<file path="config.mk">
export PLATFORM = sky130hd
export DESIGN_NAME = fb_row_sink
export DESIGN_NICKNAME = d
export VERILOG_FILES = /design/src/rtl/fb_pkg.sv /design/src/rtl/fb_line_buf.sv /design/src/rtl/fb_row_sink.sv
export SDC_FILE = /design/constraint.sdc
export NUM_CORES = 2
export LEC_CHECK = 0
export CORE_AREA = 2 2 705 707
export DETAILED_ROUTE_END_ITERATION = 7
export DIE_AREA = 0 0 707 709
export GPL_TIMING_DRIVEN = 0
export PLACE_DENSITY = 0.45
export SYNTH_ARGS = -nofsm -noshare
export SYNTH_HDL_FRONTEND = slang
export SYNTH_SLANG_ARGS = --single-unit
</file>
<file path="constraint.sdc">
create_clock -name clk -period 4.4 [get_ports clk]
set_input_delay 1.32 -clock clk [delete_from_list [all_inputs] [get_ports clk]]
set_output_delay 1.32 -clock clk [all_outputs]
set_load 0.1 [all_outputs]
</file>
<file path="src/rtl/fb_pkg.sv">
// Shared definitions for the frame-buffer row sink: pixel width, line-buffer
// bank count, copy FSM encoding and the frame-memory address packer.
package fb_pkg;

   localparam int PIX_W   = 24;
   localparam int N_BANKS = 2;

   typedef enum logic {
      ST_IDLE = 1'b0,
      ST_COPY = 1'b1
   } fsm_state_t;

   // Packs {frame, row, col} into a flat frame-memory address. Widths are
   // passed in so the caller can size-cast the result to its own bus width.
   function automatic logic [31:0] fm_pack(
      input logic        frame,
      input logic [15:0] row,
      input logic [15:0] col,
      input int          log_rows,
      input int          log_cols
   );
      return (32'(frame) << (log_rows + log_cols))
           | (32'(row)   << log_cols)
           |  32'(col);
   endfunction

endpackage

</file>
<file path="src/rtl/fb_line_buf.sv">
// Dual-bank line RAM: one write port and one read port, each with a bank
// select and a column address. Reads are registered (one cycle latency) and
// the read register holds its value while rd_en is low, so a stalled consumer
// can pick the data up later.
module fb_line_buf
   import fb_pkg::*;
#(
   parameter int N_COLS     = 64,
   parameter int LOG_N_COLS = $clog2(N_COLS)
) (
   input  logic                  clk,
   input  logic                  wr_en,
   input  logic                  wr_bank,
   input  logic [LOG_N_COLS-1:0] wr_col,
   input  logic [PIX_W-1:0]      wr_data,
   input  logic                  rd_en,
   input  logic                  rd_bank,
   input  logic [LOG_N_COLS-1:0] rd_col,
   output logic [PIX_W-1:0]      rd_data
);

   logic rd_bank_reg;

   genvar gi;
   generate
      for (gi = 0; gi < N_BANKS; gi++) begin : g_bank
         logic [PIX_W-1:0] mem [N_COLS];
         logic [PIX_W-1:0] rd_q;

         // Per-bank storage: write when this bank is selected, read every
         // bank on rd_en and pick the right one on the output side.
         always_ff @(posedge clk) begin
            if (wr_en && (wr_bank == 1'(gi))) begin
               mem[wr_col] <= wr_data;
            end
            if (rd_en) begin
               rd_q <= mem[rd_col];
            end
         end
      end
   endgenerate

   // Remember which bank the held read data belongs to.
   always_ff @(posedge clk) begin
      if (rd_en) begin
         rd_bank_reg <= rd_bank;
      end
   end

   assign rd_data = rd_bank_reg ? g_bank[1].rd_q : g_bank[0].rd_q;

endmodule

</file>
<file path="src/rtl/fb_row_sink.sv">
// Receiving end of the frame-buffer write interface. Pixels land in a
// ping-pong pair of line buffers; a store command copies the back line into
// the double-buffered frame memory at the requested row, and frame flips are
// committed on the display's vertical sync.
module fb_row_sink
   import fb_pkg::*;
#(
   parameter int N_ROWS     = 64,
   parameter int N_COLS     = 64,
   parameter int LOG_N_ROWS = $clog2(N_ROWS),
   parameter int LOG_N_COLS = $clog2(N_COLS)
) (
   input  logic                                 clk,
   input  logic                                 rst,
   // row store / line swap control
   input  logic [LOG_N_ROWS-1:0]                fbw_row_addr,
   input  logic                                 fbw_row_store,
   output logic                                 fbw_row_rdy,
   input  logic                                 fbw_row_swap,
   // pixel writes into the front line
   input  logic [PIX_W-1:0]                     fbw_data,
   input  logic [LOG_N_COLS-1:0]                fbw_col_addr,
   input  logic                                 fbw_wren,
   // frame flip
   input  logic                                 frame_swap,
   output logic                                 frame_rdy,
   input  logic                                 disp_vsync,
   output logic                                 disp_frame,
   // frame-memory write port
   output logic [LOG_N_ROWS+LOG_N_COLS:0]       fm_addr,
   output logic [PIX_W-1:0]                     fm_data,
   output logic                                 fm_wren,
   input  logic                                 fm_rdy
);

   localparam int FM_AW = 1 + LOG_N_ROWS + LOG_N_COLS;
   localparam logic [LOG_N_COLS:0] RD_TOTAL = (LOG_N_COLS+1)'(N_COLS);

   // ---------------------------------------------------------------------
   // State
   // ---------------------------------------------------------------------
   fsm_state_t                state_reg;
   logic                      front_sel_reg;   // bank currently taking pixel writes
   logic                      src_bank_reg;    // bank being copied out
   logic                      wr_frame_reg;    // frame being written by the host
   logic                      copy_frame_reg;  // wr_frame snapshot for the row in flight
   logic                      pending_reg;     // frame flip requested, not yet committed
   logic [LOG_N_ROWS-1:0]     row_reg;         // destination row of the copy
   logic [LOG_N_COLS:0]       rd_cnt_reg;      // reads issued so far in this copy
   logic [LOG_N_COLS-1:0]     ld_col_reg;      // column of the next beat to enter the output register
   logic                      s1_valid_reg;    // line RAM read register holds an unconsumed beat
   logic                      row_rdy_reg;
   logic                      fm_wren_reg;
   logic [FM_AW-1:0]          fm_addr_reg;
   logic [PIX_W-1:0]          fm_data_reg;

   // ---------------------------------------------------------------------
   // Control decode
   // ---------------------------------------------------------------------
   logic                      idle;
   logic                      start;
   logic                      do_swap;
   logic                      accept;
   logic                      out_free;
   logic                      s1_load;
   logic                      issue_copy;
   logic                      last_beat;
   logic                      commit;
   logic                      rd_en;
   logic                      rd_bank;
   logic [LOG_N_COLS-1:0]     rd_col;
   logic [PIX_W-1:0]          rd_data;
   logic [FM_AW-1:0]          fm_addr_next;

   assign idle     = (state_reg == ST_IDLE);
   assign start    = idle & fbw_row_store;
   assign do_swap  = idle & fbw_row_swap;

   // Output register handshake: a beat leaves when the memory takes it, and
   // the register can be refilled when it is empty or leaving this cycle.
   assign accept   = fm_wren_reg & fm_rdy;
   assign out_free = ~fm_wren_reg | accept;
   assign s1_load  = s1_valid_reg & out_free;

   // Keep the line RAM read register full whenever its beat is moving on.
   assign issue_copy = (state_reg == ST_COPY) && (rd_cnt_reg != RD_TOTAL)
                       && (~s1_valid_reg || out_free);

   // The final column leaving the output register ends the copy.
   assign last_beat = accept && (fm_addr_reg[LOG_N_COLS-1:0] == '1);

   // A flip never lands in the middle of a row copy.
   assign commit = disp_vsync & pending_reg & idle;

   // Column 0 is read in the store cycle itself so the first write appears
   // two cycles after the pulse. A swap in the same cycle applies first, so
   // the source is the line that was the front one before the pulse.
   assign rd_en   = start | issue_copy;
   assign rd_bank = start ? (fbw_row_swap ? front_sel_reg : ~front_sel_reg)
                          : src_bank_reg;
   assign rd_col  = start ? '0 : rd_cnt_reg[LOG_N_COLS-1:0];

   assign fm_addr_next = FM_AW'(fm_pack(copy_frame_reg, 16'(row_reg),
                                        16'(ld_col_reg), LOG_N_ROWS, LOG_N_COLS));

   // ---------------------------------------------------------------------
   // Line buffers: host writes the front bank, the copy reads the back bank
   // ---------------------------------------------------------------------
   fb_line_buf #(
      .N_COLS     (N_COLS),
      .LOG_N_COLS (LOG_N_COLS)
   ) u_line_buf (
      .clk     (clk),
      .wr_en   (fbw_wren),
      .wr_bank (front_sel_reg),
      .wr_col  (fbw_col_addr),
      .wr_data (fbw_data),
      .rd_en   (rd_en),
      .rd_bank (rd_bank),
      .rd_col  (rd_col),
      .rd_data (rd_data)
   );

   // Line swap: toggles only while idle; ignored while a copy runs.
   always_ff @(posedge clk or posedge rst) begin
      if (rst) begin
         front_sel_reg <= 1'b0;
      end else if (do_swap) begin
         front_sel_reg <= ~front_sel_reg;
      end
   end

   // Row-copy FSM with its read counter, output register and busy flag.
   always_ff @(posedge clk or posedge rst) begin
      if (rst) begin
         state_reg      <= ST_IDLE;
         src_bank_reg   <= 1'b0;
         copy_frame_reg <= 1'b0;
         row_reg        <= '0;
         rd_cnt_reg     <= '0;
         ld_col_reg     <= '0;
         s1_valid_reg   <= 1'b0;
         row_rdy_reg    <= 1'b1;
         fm_wren_reg    <= 1'b0;
         fm_addr_reg    <= '0;
         fm_data_reg    <= '0;
      end else begin
         case (state_reg)
            ST_IDLE: begin
               if (fbw_row_store) begin
                  state_reg      <= ST_COPY;
                  row_reg        <= fbw_row_addr;
                  src_bank_reg   <= rd_bank;
                  copy_frame_reg <= wr_frame_reg;
                  rd_cnt_reg     <= (LOG_N_COLS+1)'(1);
                  ld_col_reg     <= '0;
                  s1_valid_reg   <= 1'b1;
                  row_rdy_reg    <= 1'b0;
               end
            end
            ST_COPY: begin
               if (issue_copy) begin
                  rd_cnt_reg   <= rd_cnt_reg + 1'b1;
                  s1_valid_reg <= 1'b1;
               end else if (s1_load) begin
                  s1_valid_reg <= 1'b0;
               end

               if (s1_load) begin
                  fm_wren_reg <= 1'b1;
                  fm_data_reg <= rd_data;
                  fm_addr_reg <= fm_addr_next;
                  ld_col_reg  <= ld_col_reg + 1'b1;
               end else if (accept) begin
                  fm_wren_reg <= 1'b0;
               end

               if (last_beat) begin
                  state_reg   <= ST_IDLE;
                  row_rdy_reg <= 1'b1;
               end
            end
            default: begin
               state_reg <= ST_IDLE;
            end
         endcase
      end
   end

   // Frame flip: latch a request, commit it on an idle vsync.
   always_ff @(posedge clk or posedge rst) begin
      if (rst) begin
         wr_frame_reg <= 1'b0;
         pending_reg  <= 1'b0;
      end else if (commit) begin
         wr_frame_reg <= ~wr_frame_reg;
         pending_reg  <= 1'b0;
      end else if (frame_swap) begin
         pending_reg  <= 1'b1;
      end
   end

   assign fbw_row_rdy = row_rdy_reg;
   assign frame_rdy   = ~pending_reg;
   assign disp_frame  = ~wr_frame_reg;
   assign fm_wren     = fm_wren_reg;
   assign fm_addr     = fm_addr_reg;
   assign fm_data     = fm_data_reg;

endmodule

</file>
==> results.cfg <==
[synth]
synth_area_per_cell_um2 = 16.2
yosysTopAreaCell = edfxtp_1
synth_cells = 7885
synth_area_um2 = 128000
yosys_warnings = 0
seq_area_frac_synth_pct = 74.5
synth.distinct_cells = 78
synth_flop_cell = edfxtp_1
ys_ff_latch = 3186
synth_nets = 7932
synth_top_area_share_pct = 73.3
postSynth.asyncResetShare_pct = 2.04
synth_area_leaders = edfxtp_1, mux2i_1, a21oi_1
synth_edf_count = 3121

[floorplan]
floorplan.die.width_um = 707
dieArea_um2 = 501000
io_pins = 85
core_area_um2 = 493000
die_h_um = 709
start_util_pct = 26.0
num_rows = 258

[placement]
gp_congestion = 1.02
numPortBuffers = 81
placed_area_um2 = 141000
dp.final_hpwl_um = 450000
dp_cells = 14600

[pwr]
peakVddDrop_mv = 0.397
powerDensity_nw_per_um2 = 688
leakagePower_uw = 0.0491

[timing]
fmax_mhz = 211
setup_viol = 42
worst_pin_slew_ps = 1620
fin_worst_skew_ps = 97.1
hold_ws_ps = 471
fin_tns_setup_ps = -4600
slew_headroom_pct = -8.01
maxSlewViolCount = 12
timing.final.crit_share_pct = 108
fin_crit_ps = 4750
hold_violations = 0
setup_ws_ps = -348

[clock_network]
cts-root-buf = clkbuf_16
clockBufferDepth = 4
cts_buffers = 349
cts.reportedPaths.clkPinSlew_ps = 70
clock-sinks = 3186
ctsHoldBuffers = 0
htree_levels = 5
clk_latency_ps = 1040
cts_tree = built

[global_route]
grtUsageTotal_pct = 24.0
grt_pass1_vias = 79300
grt_pass1_wl_um = 795000
grt_max_degree = 89
antenna_found_initial = 137
overflow = 0

[finish]
utilization_pct = 31.2
ff_latch_area_um2 = 95300
area_growth_pct = 20.1
final_area_um2 = 154000
drive_above_1_share_pct = 18.5
largest_reg_flops = 3072
nFillCells = 48100
multi_input_area_um2 = 30600
stdcell_count = 15500
fin_nets = 8531

[drt]
drt_pass1_iterations = 6
top_layer = met5
drt.antenna.violating_nets = 0
drc = 0
first_iter_violations = 15500
viasPerCell = 5.51
dr_wl_met3_um = 72400
wl_per_cell_um = 40.3
vias = 85100
wl_met2_um = 266000
wl_met1_um = 246000
routed_wirelength_um = 623000

[outcome]
status = finished, violations left
violations = max-capacitance violations, max-slew violations, negative setup slack

[setup_path]
path_class = register to register
worstSetupStartpointType = register
end_kind = register
critPathArrivalTime_ps = 5460
cp_max_fo = 19
crit_required_ps = 5110

[hold_path]
hold_class = register to register

[run]
drv_cap = 3
==> critical path, stage by stage (launching register included) <==
cell	delay, ps
dfrtp_1	390
buf_6	290
buf_6	330
buf_4	500
buf_2	760
buf_2	420
mux4_2	370
a211oi_1	1110
nor4b_4	190
==> metal layers <==
layer	track usage, %	up-vias
met1	32.0	44800
met2	35.3	5903
met4	13.1	24
met5	0.308	-
li1	-	33300
met3	6.59	1083
==> synth_stat cells, drive strengths merged, types with 10 or more instances <==
cell / instances
a211o: 57
a211oi: 76
a21oi: 725
a221o: 22
a221oi: 140
a22oi: 65
a311oi: 10
a31oi: 44
a32oi: 12
and2: 20
and3: 253
and4: 18
and4b: 19
buf: 387
clkbuf: 237
dfrtp: 64
edfxtp: 3121
inv: 31
mux2: 173
mux2i: 538
mux4: 111
nand2: 306
nand3: 113
nand4: 13
nor2: 336
nor2b: 14
nor3: 55
o2111ai: 10
o211ai: 108
o21a: 31
o21ai: 281
o221a: 11
o221ai: 277
o22ai: 98
o311a: 10
o311ai: 19
o32ai: 19
or3: 15
==> path summary, 6_finish.rpt <==
kind / start / end / slack (ps) / depth (start not counted)
max: rd_cnt_reg[0]$_DFFE_PP0P_ / u_line_buf.g_bank[1].rd_q[22]$_DFFE_PP_ / -350 / 8
min: row_reg[4]$_DFFE_PP0P_ / fm_addr[10]$_DFFE_PP0P_ / 470 / 2
max reg2reg: rd_cnt_reg[0]$_DFFE_PP0P_ / u_line_buf.g_bank[1].rd_q[22]$_DFFE_PP_ / -350 / 8
min reg2reg: row_reg[4]$_DFFE_PP0P_ / fm_addr[10]$_DFFE_PP0P_ / 470 / 2
max in group asynchronous: rst / fm_data[23]$_DFFE_PP0P_ / 3150 / 3
min in group asynchronous: rst / row_reg[5]$_DFFE_PP0P_ / 590 / 2
==> kinds of logic (layout without fill, tap and decap cells) <==
group           count (synthesis)  in the layout  synth area share, %
compound gates               2029           2029                 10.5
xor+xnor                       10             10               0.0685
fa+ha+maj                       3              3               0.0293
buf+inv                       655           1540                 2.71
flops                        3186           3186                 74.5
mux                           822            822                 7.69
other cells                     0            180                    0
simple gates                 1180           1181                 4.50
==> cells in the final DEF, fill, tap and decap left out, types with 112 or more instances in the layout <==
cell type | synthesis | layout
and3_1 | 253 | 253
edfxtp_1 | 3121 | 3121
a221oi_1 | 139 | 137
buf_2 | 229 | 192
nand3_1 | 113 | 112
nor2_4 | 1 | 132
mux2_2 | 173 | 173
buf_12 | 2 | 116
clkbuf_16 | 0 | 353
nor2_1 | 329 | 199
buf_4 | 80 | 123
clkbuf_1 | 236 | 260
a21oi_1 | 725 | 722
o21ai_0 | 274 | 212
mux2i_1 | 538 | 538
diode_2 | 0 | 180
nand2_1 | 303 | 299
o221ai_1 | 277 | 277
==> timing repair <==
item	CTS	global route
gates cloned	1	0
pin swaps	14	9
gates resized for setup	177	87
setup buffers	4	0
setup endpoints to repair	109	36
==> per-stage QoR <==
stage / setup WS (ps) / total power, µW
final: -348 / 106000
after CTS: 6.24 / 104000
after detailed placement: -2510 / 74600
after floorplan: 604 / 52900
after global placement: -4220 / 74300
after global routing: -193 / 107000
==> power breakdown <==
group | internal [µW] | switching [µW]
registers | 34000 | 318
clock network | 16400 | 13000
logic | 10300 | 31800
total | 60700 | 45100
==> area by class of cell <==
type / instances / area share [%]
sequential: 3186 / 62.0
multi-input combinational: 4045 / 19.9
clock buffer: 454 / 6.04
tap: 6500 / 5.29
timing repair buffer: 251 / 2.77
buffer: 620 / 2.34
clock inverter: 184 / 1.21
antenna: 180 / 0.293
inverter: 31 / 0.0790
No activity file was read; power rests on OpenSTA's default activity.
